===== src/rtl/dz_pkg.sv =====
// Shared constants, state encoding and helpers for the egg-hatch display scheduler.
package dz_pkg;

  localparam logic [3:0] IMG_ANIMAL_BASE = 4'd8;
  localparam logic [3:0] IMG_BLANK       = 4'd12;
  localparam logic [3:0] IMG_FAIL        = 4'd13;

  localparam logic COLOR_RED   = 1'b0;
  localparam logic COLOR_GREEN = 1'b1;

  typedef enum logic [2:0] {
    IDLE,
    SHOW,
    REQ,
    WAIT_RAND,
    REVEAL,
    FAIL_ON,
    FAIL_OFF,
    DONE
  } dz_state_e;

  function automatic int max3(input int a, input int b, input int c);
    int m;
    m = (a > b) ? a : b;
    return (m > c) ? m : c;
  endfunction

endpackage


===== src/rtl/dz_tick_timer.sv =====
// Tick-gated up-counter; o_done flags the tick that completes i_limit ticks.
// The owner clears it on every phase change, so it never wraps.
module dz_tick_timer #(
  parameter int MAX_LIMIT = 16,
  localparam int W = $clog2(MAX_LIMIT + 1)
) (
  input  logic         clk,
  input  logic         rst,
  input  logic         i_clr,
  input  logic         i_en,
  input  logic         i_tick,
  input  logic [W-1:0] i_limit,
  output logic         o_done
);

  logic [W-1:0] r_cnt;

  always_ff @(posedge clk or posedge rst) begin
    if (rst) begin
      r_cnt <= '0;
    end else if (i_clr) begin
      r_cnt <= '0;
    end else if (i_en && i_tick) begin
      r_cnt <= r_cnt + W'(1);
    end
  end

  assign o_done = i_en && i_tick && (r_cnt == i_limit - W'(1));

endmodule


===== src/rtl/dz_scheduler.sv =====
// Display scheduler: arbitrates hatch progress, animal reveal and fail blink onto
// one registered image code with a load strobe; fail preempts everything but DONE.
module dz_scheduler
  import dz_pkg::*;
#(
  parameter int HOLD_TICKS   = 8,
  parameter int BLINK_TICKS  = 4,
  parameter int BLINK_COUNT  = 3,
  parameter int RAND_TIMEOUT = 16
) (
  input  logic       clk,
  input  logic       rst,
  input  logic       tick,
  input  logic [4:0] progress,
  input  logic       progress_vld,
  input  logic       fail,
  input  logic [4:0] rand_val,
  input  logic       rand_vld,
  output logic       rand_st,
  output logic [3:0] img_code,
  output logic       img_load,
  output logic       color,
  output logic       busy
);

  localparam int TMAX = max3(HOLD_TICKS, BLINK_TICKS, RAND_TIMEOUT);
  localparam int TW   = $clog2(TMAX + 1);
  localparam int BW   = $clog2(BLINK_COUNT + 1);

  dz_state_e     r_state;
  dz_state_e     w_state_nxt;
  logic [3:0]    r_img_code;
  logic [3:0]    w_code_nxt;
  logic          r_color;
  logic          w_color_nxt;
  logic          r_img_load;
  logic          w_load_nxt;
  logic [BW-1:0] r_blink_cnt;
  logic [BW-1:0] w_blink_nxt;

  logic          w_tmr_en;
  logic          w_tmr_clr;
  logic          w_tmr_done;
  logic [TW-1:0] w_limit;
  logic          w_fail_take;
  logic          w_unused;

  assign w_unused = ^rand_val[4:2];

  // Timer setup depends only on the registered state, keeping done free of comb loops.
  assign w_tmr_en = (r_state == WAIT_RAND) || (r_state == REVEAL) ||
                    (r_state == FAIL_ON)   || (r_state == FAIL_OFF);

  always_comb begin
    w_limit = TW'(BLINK_TICKS);
    case (r_state)
      WAIT_RAND: w_limit = TW'(RAND_TIMEOUT);
      REVEAL:    w_limit = TW'(HOLD_TICKS);
      default:   w_limit = TW'(BLINK_TICKS);
    endcase
  end

  assign w_fail_take = fail && (r_state != FAIL_ON) && (r_state != FAIL_OFF) &&
                       (r_state != DONE);

  always_comb begin
    w_state_nxt = r_state;
    w_code_nxt  = r_img_code;
    w_color_nxt = r_color;
    w_load_nxt  = 1'b0;
    w_blink_nxt = r_blink_cnt;
    if (w_fail_take) begin
      w_state_nxt = FAIL_ON;
      w_code_nxt  = IMG_FAIL;
      w_color_nxt = COLOR_GREEN;
      w_load_nxt  = 1'b1;
      w_blink_nxt = '0;
    end else begin
      case (r_state)
        IDLE, SHOW: begin
          if (progress_vld && (progress < 5'd16)) begin
            w_state_nxt = SHOW;
            w_code_nxt  = {1'b0, progress[3:1]};
            w_color_nxt = COLOR_RED;
            w_load_nxt  = 1'b1;
          end else if (progress_vld && (progress == 5'd16)) begin
            w_state_nxt = REQ;
          end
        end
        REQ: w_state_nxt = WAIT_RAND;
        WAIT_RAND: begin
          if (rand_vld || w_tmr_done) begin
            w_state_nxt = REVEAL;
            w_code_nxt  = rand_vld ? (IMG_ANIMAL_BASE + {2'b00, rand_val[1:0]})
                                   : IMG_ANIMAL_BASE;
            w_color_nxt = COLOR_RED;
            w_load_nxt  = 1'b1;
          end
        end
        REVEAL: begin
          if (w_tmr_done) begin
            w_state_nxt = IDLE;
            w_code_nxt  = IMG_BLANK;
            w_load_nxt  = 1'b1;
          end
        end
        FAIL_ON: begin
          if (w_tmr_done) begin
            w_state_nxt = FAIL_OFF;
            w_code_nxt  = IMG_BLANK;
            w_load_nxt  = 1'b1;
          end
        end
        FAIL_OFF: begin
          if (w_tmr_done) begin
            w_code_nxt = IMG_FAIL;
            w_load_nxt = 1'b1;
            if (r_blink_cnt == BW'(BLINK_COUNT - 1)) begin
              w_state_nxt = DONE;
              w_blink_nxt = '0;
            end else begin
              w_state_nxt = FAIL_ON;
              w_blink_nxt = r_blink_cnt + BW'(1);
            end
          end
        end
        default: w_state_nxt = r_state;
      endcase
    end
  end

  // Any phase change restarts the shared timer, so the entry cycle's tick never counts.
  assign w_tmr_clr = (w_state_nxt != r_state);

  dz_tick_timer #(
    .MAX_LIMIT(TMAX)
  ) u_timer (
    .clk     (clk),
    .rst     (rst),
    .i_clr   (w_tmr_clr),
    .i_en    (w_tmr_en),
    .i_tick  (tick),
    .i_limit (w_limit),
    .o_done  (w_tmr_done)
  );

  always_ff @(posedge clk or posedge rst) begin
    if (rst) begin
      r_state     <= IDLE;
      r_img_code  <= IMG_BLANK;
      r_color     <= COLOR_RED;
      r_img_load  <= 1'b0;
      r_blink_cnt <= '0;
    end else begin
      r_state     <= w_state_nxt;
      r_img_code  <= w_code_nxt;
      r_color     <= w_color_nxt;
      r_img_load  <= w_load_nxt;
      r_blink_cnt <= w_blink_nxt;
    end
  end

  assign img_code = r_img_code;
  assign color    = r_color;
  assign img_load = r_img_load;
  assign rand_st  = (r_state == REQ);
  assign busy     = (r_state == REQ) || (r_state == WAIT_RAND) || (r_state == REVEAL) ||
                    (r_state == FAIL_ON) || (r_state == FAIL_OFF);

endmodule


===== config.mk =====
export PLATFORM = sky130hd
export DESIGN_NAME = dz_scheduler
export DESIGN_NICKNAME = d
export VERILOG_FILES = /design/src/rtl/dz_pkg.sv /design/src/rtl/dz_tick_timer.sv /design/src/rtl/dz_scheduler.sv
export SDC_FILE = /design/constraint.sdc
export NUM_CORES = 1
export LEC_CHECK = 0
export BUFFER_PORTS_ARGS = -buffer_cell sky130_fd_sc_hd__buf_2
export CAP_MARGIN = 5
export CORE_MARGIN = 3
export CORE_UTILIZATION = 55
export CTS_BUF_LIST = sky130_fd_sc_hd__clkbuf_4 sky130_fd_sc_hd__clkbuf_8
export CTS_CLUSTER_SIZE = 25
export DETAILED_ROUTE_END_ITERATION = 10
export PLACE_DENSITY = 0.79
export SYNTH_ARGS = -nofsm -noshare
export SYNTH_HDL_FRONTEND = slang
export SYNTH_HIERARCHICAL = 1
export SYNTH_SLANG_ARGS = --single-unit

===== constraint.sdc =====
create_clock -name clk -period 5 [get_ports clk]
set_clock_uncertainty 0.2 [all_clocks]
set_input_delay 0.5 -clock clk [delete_from_list [all_inputs] [get_ports clk]]
set_output_delay 0.5 -clock clk [all_outputs]
set_load 0.005 [all_outputs]

* After elaboration in Yosys (flattened, before gate mapping)
Cells that the tools add are included.
** Operators by class
- Order comparisons :: 1
- $add $sub $neg :: 4
- Reduce and logical (&&, ||, !) cells :: 27
- Multiplexer cells :: 32
- Equality and inequality tests :: 17
** Operator list (number)
- $mux 4 :: 6
- $mux 3 :: 7
- $pmux 3 s6 :: 1
- $pmux 4 s4 :: 1
- $ne 3x3->1 const B :: 5
- $mux 2 :: 5
- $mux 5 :: 2
- $pmux 5 s2 :: 1
- $eq 3x3->1 const B :: 3
- $logic_or 1x1->1 :: 8
- $logic_and 1x1->1 :: 7
- $mux 1 :: 7
- $eq 3x2->1 const B :: 2
- $reduce_bool 2->1 :: 3
- $add 5x1->5 const B :: 1
- $eq 5x5->1 :: 1
- $eq 5x5->1 const B :: 1
- $lt 5x5->1 const B :: 1
- $reduce_and 5->1 :: 1
- $reduce_bool 5->1 :: 1
- $sub 5x1->5 const B :: 1
- $add 4x2->4 const A :: 1
- $reduce_or 2->1 :: 2
- $eq 3x1->1 const B :: 1
- other kinds (12) :: 12
** Storage, ports and cells
- Output and inout port bits :: 8
- Input bits :: 16
- Logic and storage cells :: 87
- Register bits after elaboration :: 16

* Logic depth before layout (Yosys ltp)
- Depth in word-level cells :: 12
- Depth in mapped cells :: 14
- Depth with buffers taken out :: 13

* Hierarchy
The synthesis kept the hierarchy.
** By module, submodules not included
- dz_scheduler :: seq. area each 277.8 µm², cells each 109, times used 1, area each 863.3 µm²
- dz_tick_timer :: seq. area each 125.1 µm², cells each 40, times used 1, area each 375.4 µm²

* Least setup slack after synthesis
Ideal clock, no wire load.
- Path kind :: reg2reg
- From :: reg r_state[1]
- To :: reg r_img_code[0], in the netlist img_code[0]
- Setup time :: 0.125 ns
- Data arrival time :: 3.421 ns
- Setup slack :: 1.254 ns
- Path buffers :: 2
- Data required time :: 4.675 ns
- Clock period less this slack :: 3.746 ns
- Cell stages (with the launch flop) :: 13
- Cells stage by stage :: dfrtp_1 -> buf_2 -> clkbuf_1 -> nor3_1 -> nor2_1 -> nand2b_4 -> nor4b_2 -> a31oi_1 -> a2111oi_2 -> inv_2 -> maj3_2 -> a221oi_4 -> mux2_4
** RTL lines
- start: declaration :: line dz_scheduler.sv:30 : dz_state_e r_state;
- start signal: assignment :: line dz_scheduler.sv:155 : r_state <= w_state_nxt;
- $eq 3x3->1 or $eq 3x2->1 (tied branches) :: line dz_scheduler.sv:56 : case (r_state)
- $pmux 5 s2 (*) :: line dz_scheduler.sv:56
- via w_limit[3] :: line dz_scheduler.sv:44 : logic [TW-1:0] w_limit;
- $sub 5x1->5 (*) :: line dz_tick_timer.sv:28 : assign o_done = i_en && i_tick && (r_cnt == i_limit - W'(1));
- $eq 5x5->1 (*) :: line dz_tick_timer.sv:28
- $logic_and 1x1->1 (*) :: line dz_tick_timer.sv:28
- via w_tmr_done :: line dz_scheduler.sv:43 : logic w_tmr_done;
- $logic_or 1x1->1 :: line dz_scheduler.sv:92 : if (rand_vld || w_tmr_done) begin
- $ne 3x2->1 (no line)
- $reduce_and 5->1 (no line) (*)
- end signal: assignment :: line dz_scheduler.sv:156 : r_img_code <= w_code_nxt;
- end: declaration :: line dz_scheduler.sv:32 : logic [3:0] r_img_code;
The timed path passes the listed nets; every way through them passes the cells marked *.
A chain may end at the register's enable or synchronous reset.

* Final worst setup path
Same ends and word-level chain as after synthesis.

==> results.txt <==
status = completed
Total GRT Usage = 22.56%
fin crit share = 77.83%
setup bufs post-CTS = 0
DIE AREA = 2857 um^2
crit path max fanout = 26
fraction of registers with async set/reset = 100.0%
WP data arrival = 3.87 ns
Yosys top cell area share = 28.28%
post-synthesis sequential area ratio = 32.53%
largest net degree at the start of global routing = 27
worst path required time = 4.98 ns
synthesized cell area = 1239 um^2
Tightest Pin Transition = 0.6998 ns
Worst slew margin = 53.35%
Site Rows = 16
Clock Pin Slew Worst Setup and Hold Paths = 0.09 ns
max-cap violations = 0
HPWL after DPL = 2159 um
area post-placement = 1369 um^2
RSZ-0062 raised after global routing = no
Gate Count Post-Synth = 149
Synth Flop Type = dfrtp_1
WL final = 2813 um
Initial DRT Pass Iterations = 4
Overall Power = 544.4 uW
Achievable Freq = 0.2570 GHz
Placed Cells = 194
TritonCTS buffer count = 3
post-layout util = 69.30%
die height = 53.46 um
Unique masters post-synth = 55
fin nets = 191
DRC violations left = 0
post-route ant nets = 0
final setup fails = 0
grt total ovfl = 0
Starting Density = 60.66%
DR vias/cell = 5.754
port bufs = 20
CTS tree = yes
initial DRC count = 30
Setup CP Type = flip-flop to flip-flop
Worst setup SP type = flip-flop
Placement Setup Slack = 1.139 ns
setup TNS = 0 ns
Non-Filler Instances = 199
vias in the first global route = 1070
most frequent cells in the layout = 20 x buf_2, 14 x nand2_1, 14 x nor2_1, 14 x dfrtp_1, 10 x a21oi_1
top post-synthesis cells by area = dfrtp_1 28%, dfstp_2 4.2%, nand2_1 4.2%
Ys Warns = 6
PwrDens = 384.7 nW/um^2
# IOs = 24
Fill cells = 175
initial antenna violation count = 0
Synth Register Bits = 16
most common cell after layout, fill and taps aside = buf_2
area delta synth->final = 14.24%
Min-Delay Path Class = flip-flop to flip-flop
DR WL/cell = 14.14 um
worst reg-to-reg setup slack = 1.11 ns
crit path capture type = flip-flop
ANT cells = 0
first-pass GRT wire length = 4650 um
Die W = 53.46 um
Skew-Pair Late Insertion Delay = 0.29 ns
Post-synth EDFFs = 0
H-tree depth = 1
routed vias = 1145
Core Area = 2042 um^2
Yosys top cell by area = dfrtp_1
final hold violation count = 0
Slew Limit Fails = 0
Pleak = 0.6360 nW
layout cell share with drive strength beyond 1 = 22.09%
worst-case clock buffer depth = 2
Post-Syn Area per Cell = 8.313 um^2
GP Congestion = 0.8867
Num Clock Sinks = 16
hold_ws = 0.3338 ns
Peak supply drop = 0.0002667 V
Tmin final = 3.891 ns
Final WS setup = 1.109 ns
Finished Cell Area = 1415 um^2
CTS root buf = clkbuf_4
## routing by layer
layer	up-vias	global-route usage [%]	share of wire [%]
met5	-	0	0
met4	0	13.62	2.1
met3	8	2.535	4.0
met2	30	34.49	47
met1	535	30.12	46
li1	572	-	-
## final timing paths
path | startpoint | end | depth (start not counted)
worst min-delay path | img_code[3]$_DFFE_PP1P_ | img_code[3]$_DFFE_PP1P_ | 2
worst max-delay path | r_state[1]$_DFF_PP0_ | img_code[0]$_DFFE_PP0P_ | 12
worst max register to register | r_state[1]$_DFF_PP0_ | img_code[0]$_DFFE_PP0P_ | 12
worst min register to register | img_code[3]$_DFFE_PP1P_ | img_code[3]$_DFFE_PP1P_ | 2
max in group asynchronous | rst | img_code[2]$_DFFE_PP1P_ | 3
min in group asynchronous | rst | u_timer/r_cnt[0]$_DFFE_PP0P_ | 3
## critical path, stage by stage (launching register included)
cell and delay, ns:
dfrtp_1 0.80, nand3b_1 0.33, inv_1 0.18, nor2_1 0.09
nand2b_4 0.19, nor4b_2 0.23, a31oi_1 0.08, a2111oi_2 0.29
buf_4 0.22, inv_2 0.05, maj3_2 0.33, a221oi_4 0.46
mux2_4 0.34
## power breakdown
part	switching (mW)	total (mW)	internal [mW]
registers	0.0434	0.203	0.160
logic	0.139	0.258	0.118
clock network	0.0394	0.0838	0.0444
## cell families (layout without fill, tap and decap cells)
family,after synthesis,in the layout,synth area share [%]
buffers and inverters,18,37,5.756
adders and majority gates,3,3,2.929
AOI/OAI and AO/OA,40,40,23.84
muxes,2,2,2.424
xor gates and xnor gates,8,8,5.656
DFF,16,16,32.53
other,1,5,0.3027
and+or+nand+nor,61,61,26.57
## cell usage after synthesis (4+ instances only)
| cell type | count |
|---|---|
| xor2_1 | 4 |
| dfrtp_1 | 14 |
| clkbuf_1 | 4 |
| inv_1 | 9 |
| o21ai_0 | 4 |
| xnor2_1 | 4 |
| nor3_1 | 6 |
| a21oi_1 | 10 |
| nor2_1 | 14 |
| nor2b_1 | 4 |
| nand2_1 | 14 |
## sequential cells by signal, indices dropped and copies added (netlist names)
| signal | flops |
|---|---|
| r_blink_cnt | 2 |
| r_state | 3 |
| u_timer/r_cnt | 5 |
| img_code | 4 |
| color | 1 |
| img_load | 1 |
## layout make-up
cell class	instances	area [um^2]	share of cell area [%]
clock buffer	4	36.28	2.564
tap	27	33.78	2.387
inverter	10	37.54	2.653
timing repair buffer	23	125.1	8.842
sequential	16	402.9	28.47
multi-input combinational	119	779.5	55.08
## repair_timing
action	CTS	global route
endpoints found under the hold margin	5	0
gates resized for setup	0	0
hold buffers	1	0
Note: power is estimated with default switching activity, not from simulation.
